==> src/rtl/alu_rr_arbiter.sv <==
// Round-robin front end for a single shared combinational ALU. It grants one requester,
// holds that requester's operands on the ALU for ALU_LAT cycles, then returns the result and the requester ID.
module alu_rr_arbiter #(
  parameter int BITS_DATA = 8,
  parameter int BITS_OP   = 6,
  parameter int N_REQ     = 2,
  parameter int ID_BITS   = 1,
  parameter int ALU_LAT   = 1
) (
  input  logic                       clk,
  input  logic                       i_reset,
  input  logic [N_REQ-1:0]           i_req_valid,
  input  logic [N_REQ*BITS_DATA-1:0] i_req_a,
  input  logic [N_REQ*BITS_DATA-1:0] i_req_b,
  input  logic [N_REQ*BITS_OP-1:0]   i_req_op,
  output logic [N_REQ-1:0]           o_req_ready,
  output logic [BITS_DATA-1:0]       o_alu_a,
  output logic [BITS_DATA-1:0]       o_alu_b,
  output logic [BITS_OP-1:0]         o_alu_op,
  input  logic [BITS_DATA-1:0]       i_alu_result,
  output logic                       o_rsp_valid,
  output logic [ID_BITS-1:0]         o_rsp_id,
  output logic [BITS_DATA-1:0]       o_rsp_result,
  input  logic                       i_rsp_ready,
  output logic                       o_busy
);

  localparam int CNT_W = (ALU_LAT > 1) ? $clog2(ALU_LAT) : 1;

  typedef enum logic [1:0] {
    S_IDLE,
    S_WAIT,
    S_RESP
  } state_t;

  state_t               state_q, state_d;
  logic [ID_BITS-1:0]   ptr_q, ptr_d;
  logic [CNT_W-1:0]     cnt_q, cnt_d;
  logic [BITS_DATA-1:0] alu_a_q, alu_a_d;
  logic [BITS_DATA-1:0] alu_b_q, alu_b_d;
  logic [BITS_OP-1:0]   alu_op_q, alu_op_d;
  logic [BITS_DATA-1:0] rsp_result_q, rsp_result_d;
  logic [ID_BITS-1:0]   rsp_id_q, rsp_id_d;
  logic                 rsp_valid_q, rsp_valid_d;

  logic                 grant_found;
  logic [ID_BITS-1:0]   grant_id;
  logic [N_REQ-1:0]     grant_onehot;
  logic [N_REQ-1:0]     valid_shift;
  int unsigned          scan_idx;

  // Scan from the pointer upward, wrapping, and take the first valid requester.
  always_comb begin
    grant_found = 1'b0;
    grant_id    = '0;
    scan_idx    = 0;
    valid_shift = '0;
    for (int unsigned i = 0; i < N_REQ; i++) begin
      scan_idx    = (32'(ptr_q) + i) % N_REQ;
      valid_shift = i_req_valid >> scan_idx;
      if (!grant_found && valid_shift[0]) begin
        grant_found = 1'b1;
        grant_id    = ID_BITS'(scan_idx);
      end
    end
    grant_onehot = grant_found ? (N_REQ'(1) << grant_id) : '0;
  end

  assign o_req_ready = ((state_q == S_IDLE) && !i_reset) ? grant_onehot : '0;

  always_comb begin
    state_d      = state_q;
    ptr_d        = ptr_q;
    cnt_d        = cnt_q;
    alu_a_d      = alu_a_q;
    alu_b_d      = alu_b_q;
    alu_op_d     = alu_op_q;
    rsp_result_d = rsp_result_q;
    rsp_id_d     = rsp_id_q;
    rsp_valid_d  = rsp_valid_q;
    unique case (state_q)
      S_IDLE: begin
        if (grant_found) begin
          alu_a_d  = BITS_DATA'(i_req_a >> (32'(grant_id) * BITS_DATA));
          alu_b_d  = BITS_DATA'(i_req_b >> (32'(grant_id) * BITS_DATA));
          alu_op_d = BITS_OP'(i_req_op >> (32'(grant_id) * BITS_OP));
          rsp_id_d = grant_id;
          ptr_d    = ID_BITS'((32'(grant_id) + 1) % N_REQ);
          cnt_d    = CNT_W'(ALU_LAT - 1);
          state_d  = S_WAIT;
        end
      end
      S_WAIT: begin
        if (cnt_q == '0) begin
          rsp_result_d = i_alu_result;
          rsp_valid_d  = 1'b1;
          state_d      = S_RESP;
        end else begin
          cnt_d = cnt_q - 1'b1;
        end
      end
      S_RESP: begin
        if (i_rsp_ready) begin
          rsp_valid_d = 1'b0;
          state_d     = S_IDLE;
        end
      end
      default: state_d = S_IDLE;
    endcase
  end

  always_ff @(posedge clk) begin
    if (i_reset) begin
      state_q      <= S_IDLE;
      ptr_q        <= '0;
      cnt_q        <= '0;
      alu_a_q      <= '0;
      alu_b_q      <= '0;
      alu_op_q     <= '0;
      rsp_result_q <= '0;
      rsp_id_q     <= '0;
      rsp_valid_q  <= 1'b0;
    end else begin
      state_q      <= state_d;
      ptr_q        <= ptr_d;
      cnt_q        <= cnt_d;
      alu_a_q      <= alu_a_d;
      alu_b_q      <= alu_b_d;
      alu_op_q     <= alu_op_d;
      rsp_result_q <= rsp_result_d;
      rsp_id_q     <= rsp_id_d;
      rsp_valid_q  <= rsp_valid_d;
    end
  end

  assign o_alu_a      = alu_a_q;
  assign o_alu_b      = alu_b_q;
  assign o_alu_op     = alu_op_q;
  assign o_rsp_valid  = rsp_valid_q;
  assign o_rsp_id     = rsp_id_q;
  assign o_rsp_result = rsp_result_q;
  assign o_busy       = (state_q != S_IDLE);

endmodule

==> config.mk <==
export PLATFORM = sky130hd
export DESIGN_NAME = alu_rr_arbiter
export DESIGN_NICKNAME = d
export VERILOG_FILES = /design/src/rtl/alu_rr_arbiter.sv
export SDC_FILE = /design/constraint.sdc
export NUM_CORES = 1
export LEC_CHECK = 0
export CORE_ASPECT_RATIO = 0.5
export CORE_UTILIZATION = 55
export CTS_CLUSTER_SIZE = 24
export DETAILED_ROUTE_END_ITERATION = 16
export DONT_BUFFER_PORTS = 1
export PLACE_DENSITY = 0.84
export SETUP_SLACK_MARGIN = 0.3
export SLEW_MARGIN = 25
export SYNTH_ARGS = -nofsm -noshare
export SYNTH_HDL_FRONTEND = slang
export SYNTH_SLANG_ARGS = --single-unit
export TNS_END_PERCENT = 30
==> constraint.sdc <==
create_clock -name clk -period 1.58 [get_ports clk]
set_clock_uncertainty 0.05 [all_clocks]
set_input_delay 0.474 -clock clk [delete_from_list [all_inputs] [get_ports clk]]
set_output_delay 0.474 -clock clk [all_outputs]
set_load 0.05 [all_outputs]
# Word-level counts from Yosys, hierarchy flattened
# Cells that the tools add are included.
[op_classes] shifts=6 multipliers=1 eq_ne=5 bitwise=1 addsub=3 reduce_logical=13 mux=16
[op_table] cell="$shr 16x4->8" count=2
[op_table] cell="$shr 12x4->6" count=1
[op_table] cell="$mux 2" count=5
[op_table] cell="$mux 1" count=8
[op_table] cell="$ne 2x2->1 const B" count=3
[op_table] cell="$pmux 2 s3" count=1
[op_table] cell="$reduce_and 2->1" count=3
[op_table] cell="$reduce_and 3->1" count=2
[op_table] cell="$reduce_bool 2->1" count=3
[op_table] cell="$pmux 1 s2" count=2
[op_table] cell="$shr 2x1->1" count=2
[op_table] cell="$mul 1x2->3 const B" count=1
[op_table] cell="$add 1x1->1 const B" count=2
[op_table] cell="$eq 2x1->1 const B" count=1
[op_table] cell="$eq 2x2->1 const B" count=1
[op_table] cell="$logic_and 1x1->1" count=2
[op_table] cell="$logic_not 1->1" count=2
[op_table] cell="$logic_not 2->1" count=1
[op_table] cell="$shl 1x1->2 const A" count=1
[op_table] cell="$not 1->1" count=1
[op_table] cell="$sub 1x1->1 const B" count=1
[word_totals] elab_cells=54 out_inout_bits=35 inputBits=57 register_bits=36

# Logic depth before layout (Yosys ltp)
# Gate-level depths: netlist (run 1).
[logic_depth] ltp_word=8 mapped_depth=5 ltp_nobuf=4

# Worst setup path after synthesis (run 1)
# OpenSTA, ideal clock, no wires.
[synth_timing] path_kind="input -> output" from="input port i_req_valid[0]" to="output port o_req_ready[1]" path_stages=4 setup_slack_ps=-529 required_time_ps=1056 arrival_ps=1585 path_buffers=1 path_cell_list="nand2b_2 -> clkbuf_1 -> nand2_1 -> nor2_1"
[synth_between] elab_chain_len=8 elab_cells_between_ends=11 cone_classes="shift (3); mux (6); reduce/logical (2)"
[synth_rtl] element="start: declaration" line_no="12" text="input logic [N_REQ-1:0] i_req_valid,"
[synth_rtl] element="$shr 2x1->1" line_no="60" text="valid_shift = i_req_valid >> scan_idx;"
[synth_rtl] element="$mux 1" line_no="61" text="if (!grant_found && valid_shift[0]) begin"
[synth_rtl] element="$logic_not 1->1" line_no="61"
[synth_rtl] element="$logic_and 1x1->1" line_no="61"
[synth_rtl] element="$mux 1" line_no="61"
[synth_rtl] element="$shl 1x1->2" line_no="66" text="grant_onehot = grant_found ? (N_REQ'(1) << grant_id) : '0;"
[synth_rtl] element="$mux 2 (*)" line_no="66"
[synth_rtl] element="$mux 2 (*)" line_no="69" text="assign o_req_ready = ((state_q == S_IDLE) && !i_reset) ? grant_onehot : '0;"
[synth_rtl] element="end: declaration" line_no="16" text="output logic [N_REQ-1:0] o_req_ready,"
# Every way passes the cells marked *; elsewhere a longest branch is shown, timed or not.

# Worst setup path in the final report (run 1)
[layout_timing] from="register state_q[0]" to="output port o_req_ready[0]"
[layout_between] elab_chain_len=3
[layout_rtl] element="start: declaration" line_no="36" text="state_t state_q, state_d;"
[layout_rtl] element="start signal: assignment" line_no="124" text="state_q <= state_d;"
[layout_rtl] element="$logic_not 2->1" line_no="69"
[layout_rtl] element="$logic_and 1x1->1" line_no="69"
[layout_rtl] element="$mux 2" line_no="69"
# Every way passes these cells.

==> flow_metrics.env, run 1 <==
export IMPL_firstDrtPassIters=4
export IMPL_ant_nets=0
export IMPL_ys_seq_area_frac=0.4579
export IMPL_htreeDepth=2
export IMPL_via_count=1431
export IMPL_cp_start_kind="flip-flop"
export IMPL_drv_cap=0
export IMPL_dieArea_um2=3010
export IMPL_syn_mean_instance_area_um2=8.096
export IMPL_required_ps=1060
export IMPL_netlist_instances=189
export IMPL_totalWireLength_mm=3.856
export IMPL_fin_nets=250
export IMPL_setup_ws_ps=-153.9
export IMPL_synthArstFlopShare=0
export IMPL_clkTransAtPathRegs_ps=70
export IMPL_fin_util=0.7224
export IMPL_synth_edf_count=0
export IMPL_dieHeight_um=39.30
export IMPL_cts_sinks=35
export IMPL_fill_cells=185
export IMPL_cpMaxStageDelayCell="dfxtp_4"
export IMPL_fin_crit_ps=1734
export IMPL_final_layout_size_suffix_gt1_frac=0.3420
export IMPL_port_buffers=0
export IMPL_clock_path_buffers=2
export IMPL_synth_nets=246
export IMPL_setup_violations=3
export IMPL_status="complete, but fails checks"
export IMPL_peakVddDrop_mv=0.7173
export IMPL_cts_root_buf="clkbuf_8"
export IMPL_drc=0
export IMPL_p_leak_nw=0.6374
export IMPL_synth_ff_type="dfxtp_1"
export IMPL_place_worst_setup_slack_ps=21.42
export IMPL_crit_path_max_incr_delay_ps=350
export IMPL_grt_max_degree=26
export IMPL_first_iter_violations=82
export IMPL_hpwl_mm=2.534
export IMPL_violations="setup timing"
export IMPL_insertion_delay_ps=270
export IMPL_fmax_mhz=576.7
export IMPL_hold_buffers=0
export IMPL_yosys_warnings=0
export IMPL_numCtsBuffers=5
export IMPL_grt_pass1_wl_mm=5.727
export IMPL_synth_area_um2=1530
export IMPL_cts_tree="built"
export IMPL_antenna_found_initial=0
export IMPL_period_share=1.097
export IMPL_area_growth_synth_to_final_pct=23.63
export IMPL_first_global_vias=1217
export IMPL_io_pins=92
export IMPL_grt_util_all_layers=0.2545
export IMPL_whs_ps=203.3
export IMPL_drv_slew=0
export IMPL_wl_per_cell_um=16.77
export IMPL_fp_dieW_um=76.60
export IMPL_crit_chain="buf_4 > nor3_4 > and2_4"
export IMPL_hp_class="primary input to flip-flop"
export IMPL_end_kind="primary output"
export IMPL_synth_cell_types=29
export IMPL_worstMarginPinSlew_ps=323.6
export IMPL_gp_congestion=0.6740
export IMPL_slew_headroom=0.7843
export IMPL_ys_seq_elements=35
export IMPL_path_class="flip-flop to primary output"
export IMPL_n_antenna_cell=0
export IMPL_critPathMaxFanout=7
export IMPL_overflow=0
export IMPL_p_per_area_nw_per_um2=1221
export IMPL_cp_arrival_ps=1210
export IMPL_hold_viol_final=0
export IMPL_initial_core_util=0.5843
export IMPL_via_per_inst=6.222
export IMPL_total_power_mw=2.310
export IMPL_coreArea_um2=2619
export IMPL_rows=13
export IMPL_rsz0062_at_grt="true"
## cells in the final DEF (no fill, tap or decap), types with 6 or more instances in the layout
cell,synthesis,routed
dfxtp_4,0,33
nand3_1,32,31
nand2_1,17,16
inv_1,15,15
nand4_1,12,12
o211ai_1,12,12
o21ai_1,10,10
a31oi_1,10,10
a21oi_1,9,9
buf_4,2,8
clkbuf_8,0,6
## metal layers
| metal | routed length, µm | track usage |
|---|---|---|
| met1 | 1562 | 0.2911 |
| met2 | 1853 | 0.4347 |
| met3 | 440 | 0.1256 |
| met4 | 0 | 0.07212 |
| met5 | 0 | 0 |
## state kept, by name, indices dropped and copies added (netlist names)
| register | cells |
|---|---|
| o_alu_a | 8 |
| o_alu_b | 8 |
| o_rsp_result | 8 |
| o_alu_op | 6 |
| state_q | 2 |
| o_rsp_id | 1 |
| o_rsp_valid | 1 |
| ptr_q | 1 |
## power by group
group	internal (mW)	switching, mW	total (mW)
Combinational	0.157	0.233	0.390
Clock	0.342	0.296	0.638
Sequential	0.973	0.308	1.28
Total	1.47	0.837	2.31
## cell usage after synthesis, types with 2 or more instances
cell type,instances,area share
a21oi_1,9,0.029
a31oi_1,10,0.041
buf_2,7,0.023
buf_4,2,0.0098
clkbuf_1,7,0.017
dfxtp_1,35,0.46
inv_1,15,0.037
nand2_1,17,0.042
nand3_1,32,0.10
nand4_1,12,0.049
nor2_1,5,0.012
o211ai_1,12,0.059
o21ai_1,10,0.033
## worst max-delay path, delay by kind of cell, from the launching register on
family	cells	cell delay [ps]
simple gates	2	410
flops	1	350
buf+inv	1	160
## cell type report
type | count | area (µm²) | share of cell area
sequential | 35 | 825.8 | 0.4365
multi-input combinational | 121 | 723.2 | 0.3823
inverter | 16 | 60.06 | 0.03175
tap | 37 | 46.29 | 0.02447
clock buffer | 6 | 82.58 | 0.04365
timing repair buffer | 14 | 148.9 | 0.07870
clock inverter | 1 | 5.005 | 0.002646
## stage by stage
step / TNS, ps / cell area (µm²) / instances
floorplan: -189.6 / 1602 / 189
global placement: 0 / 1615 / 220
detailed placement: 0 / 1615 / 220
CTS: -368.7 / 1856 / 229
global route: -536.2 / 1892 / 230
finish: -368.5 / 1892 / 230
## logic make-up after synthesis
group                  Yosys count  synth area share
and+or+nand+nor                 74            0.2518
buffers and inverters           33           0.09648
AOI/OAI and AO/OA               47            0.1938
DFF                             35            0.4579
## timing repair
item,4_1_cts,5_1_grt
endpoints found under the setup margin,45,33
buffers inserted,2,1
resized for setup,69,6
pin swaps,4,2
gates cloned,0,0
## path summary, 6_finish.rpt
check                                from  slack [ps]                            to  cells past startpoint
setup / recovery  state_q[0]$_SDFFE_PP0P_        -150                o_req_ready[0]                      3
hold / removal                    i_reset         200  o_rsp_result[7]$_SDFFE_PP0P_                      1
setup reg to reg  state_q[1]$_SDFFE_PP0P_         290      o_alu_op[0]$_SDFFE_PP0P_                      6
hold reg to reg        ptr_q$_SDFFE_PP0P_         450            ptr_q$_SDFFE_PP0P_                      2
No activity file was read; power rests on OpenSTA's default activity.
==> run 2, diff against run 1 <==
- CAP_MARGIN: unset -> 10
- SKIP_CTS_REPAIR_TIMING: unset -> 1
==> run 2 against run 1 <==
  * The run still ends with setup timing left
  * Design area shrank 0.99%
  * Fmax is 1.1% lower
  * Global-route usage shrank 1.9 points
  * Register-to-register slack worse by 150 ps
  * Critical path depth is 1 higher
  * Sequential share of layout area grew 0.44 points
  * Final cell count is the same
==> flow_metrics.env, run 2 (synthesis gave the netlist of run 1 again) <==
export IMPL_status="complete, but fails checks"
export IMPL_violations="setup timing"
export IMPL_insertion_delay_ps=270
export IMPL_clock_path_buffers=2
export IMPL_cpMaxStageDelayCell="dfxtp_4"
export IMPL_grt_pass1_wl_mm=5.354
export IMPL_cts_root_buf="clkbuf_8"
export IMPL_fin_util=0.7152
export IMPL_slew_headroom=0.7838
export IMPL_cp_start_kind="flip-flop"
export IMPL_coreArea_um2=2619
export IMPL_setup_ws_ps=-173.3
export IMPL_swShare=0.3639
export IMPL_hp_class="primary input to flip-flop"
export IMPL_hold_path_startpoint="i_reset"
export IMPL_internal_power_mw=1.466
export IMPL_final_cell_mix="dfxtp_4 (33), nand3_1 (31), nand2_1 (16)"
export IMPL_gp_congestion=0.6740
export IMPL_final_common_cell="dfxtp_4"
export IMPL_peakVddDrop_mv=0.7119
export IMPL_clkPwrFrac=0.277
export IMPL_drv_cap=0
export IMPL_critPathMaxFanout=5
export IMPL_reg2reg_depth=6
export IMPL_ant_nets=0
export IMPL_path_class="flip-flop to primary output"
export IMPL_cts_sinks=35
export IMPL_crit_chain="nor3b_4 > nand2_4 > nor2_4 > buf_12"
export IMPL_fmax_mhz=570.4
export IMPL_use_met3=0.1116
export IMPL_switchingPower_mw=0.8384
export IMPL_grt_max_degree=26
export IMPL_crit_path_max_incr_delay_ps=380
export IMPL_r2r_start="state_q[0]$_SDFFE_PP0P_"
export IMPL_hold_viol_final=0
export IMPL_required_ps=1060
export IMPL_whs_path_depth=1
export IMPL_fin_nets=250
export IMPL_first_iter_violations=90
export IMPL_initial_core_util=0.5843
export IMPL_p_per_area_nw_per_um2=1230
export IMPL_use_met2=0.4167
export IMPL_p_leak_nw=0.6329
export IMPL_htreeDepth=2
export IMPL_fin_crit_ps=1753
export IMPL_dieArea_um2=3010
export IMPL_area_growth_synth_to_final_pct=22.40
export IMPL_io_pins=92
export IMPL_dieHeight_um=39.30
export IMPL_grt_busiest_layer="met2"
export IMPL_critPathLaunch="state_q[0]$_SDFFE_PP0P_"
export IMPL_combPwrFrac=0.165
export IMPL_grt_util_all_layers=0.2354
export IMPL_place_worst_setup_slack_ps=21.42
export IMPL_via_per_inst=6.252
export IMPL_clkTransAtPathRegs_ps=70
export IMPL_met1_usage=0.2697
export IMPL_rsz0062_at_grt="true"
export IMPL_cts_tree="built"
export IMPL_whs_ps=214.5
export IMPL_worstMarginPinSlew_ps=324.3
export IMPL_n_antenna_cell=0
export IMPL_overflow=0
export IMPL_pwr_share_seq=0.558
export IMPL_rows=13
export IMPL_cp_arrival_ps=1230
export IMPL_numCtsBuffers=5
export IMPL_setup_violations=3
export IMPL_firstDrtPassIters=4
export IMPL_hpwl_mm=2.534
export IMPL_end_kind="primary output"
export IMPL_wl_per_cell_um=17.06
export IMPL_drv_slew=0
export IMPL_port_buffers=0
export IMPL_via_count=1438
export IMPL_fp_dieW_um=76.60
export IMPL_final_layout_size_suffix_gt1_frac=0.3420
export IMPL_drc=0
export IMPL_first_global_vias=1167
export IMPL_fill_cells=193
export IMPL_period_share=1.110
export IMPL_antenna_found_initial=0
export IMPL_totalWireLength_mm=3.924
-- run 2: cell counts in the layout (fill, tap and decap cells not counted) --
No cell type changed its count.
-- run 2: cell type report --
cell class              instances  area (µm²)  area share
flip-flops and latches         35       825.8      0.4409
multi-input cells             121       715.7      0.3821
repair buffers                 14       137.6     0.07348
clock buffers                   6       82.58     0.04409
inverters                      16       60.06     0.03206
well taps                      37       46.29     0.02472
clock inverters                 1       5.005    0.002672
-- run 2: critical path: cells and delay by family (launching register included) --
kind,cells,cell delay (ps)
and+or+nand+nor,3,440
DFF,1,380
buffers and inverters,1,140
-- run 2: final timing paths --
path                              end  slack, ps
max                    o_req_ready[1]       -170
min           o_alu_a[2]$_SDFFE_PP0P_        210
max reg2reg  o_alu_op[3]$_SDFFE_PP0P_        140
min reg2reg        ptr_q$_SDFFE_PP0P_        450
-- run 2: stage by stage --
stage | area [µm²] | TNS [ps] | std cells | power (mW)
2_1_floorplan | 1602 | -189.6 | 189 | 1.590
3_3_place_gp | 1615 | 0 | 220 | 1.626
3_5_place_dp | 1615 | 0 | 220 | 1.641
4_1_cts | 1703 | -342.2 | 227 | 2.273
5_1_grt | 1873 | -423.9 | 230 | 2.408
6_report | 1873 | -257.8 | 230 | 2.304
-- run 2: routing by layer --
metal	part of all wire	routed length (µm)
met5	0	0
met3	0.094	370
met4	0.0025	10
met1	0.42	1655
met2	0.48	1887
-- run 2: power groups by stage --
stage               clock network (mW)  registers, mW  logic [mW]
floorplan                            0           1.29       0.295
global placement                     0           1.30       0.329
detailed placement                   0           1.30       0.341
CTS                              0.651           1.28       0.342
global route                     0.700           1.29       0.413
finish                           0.639           1.29       0.379
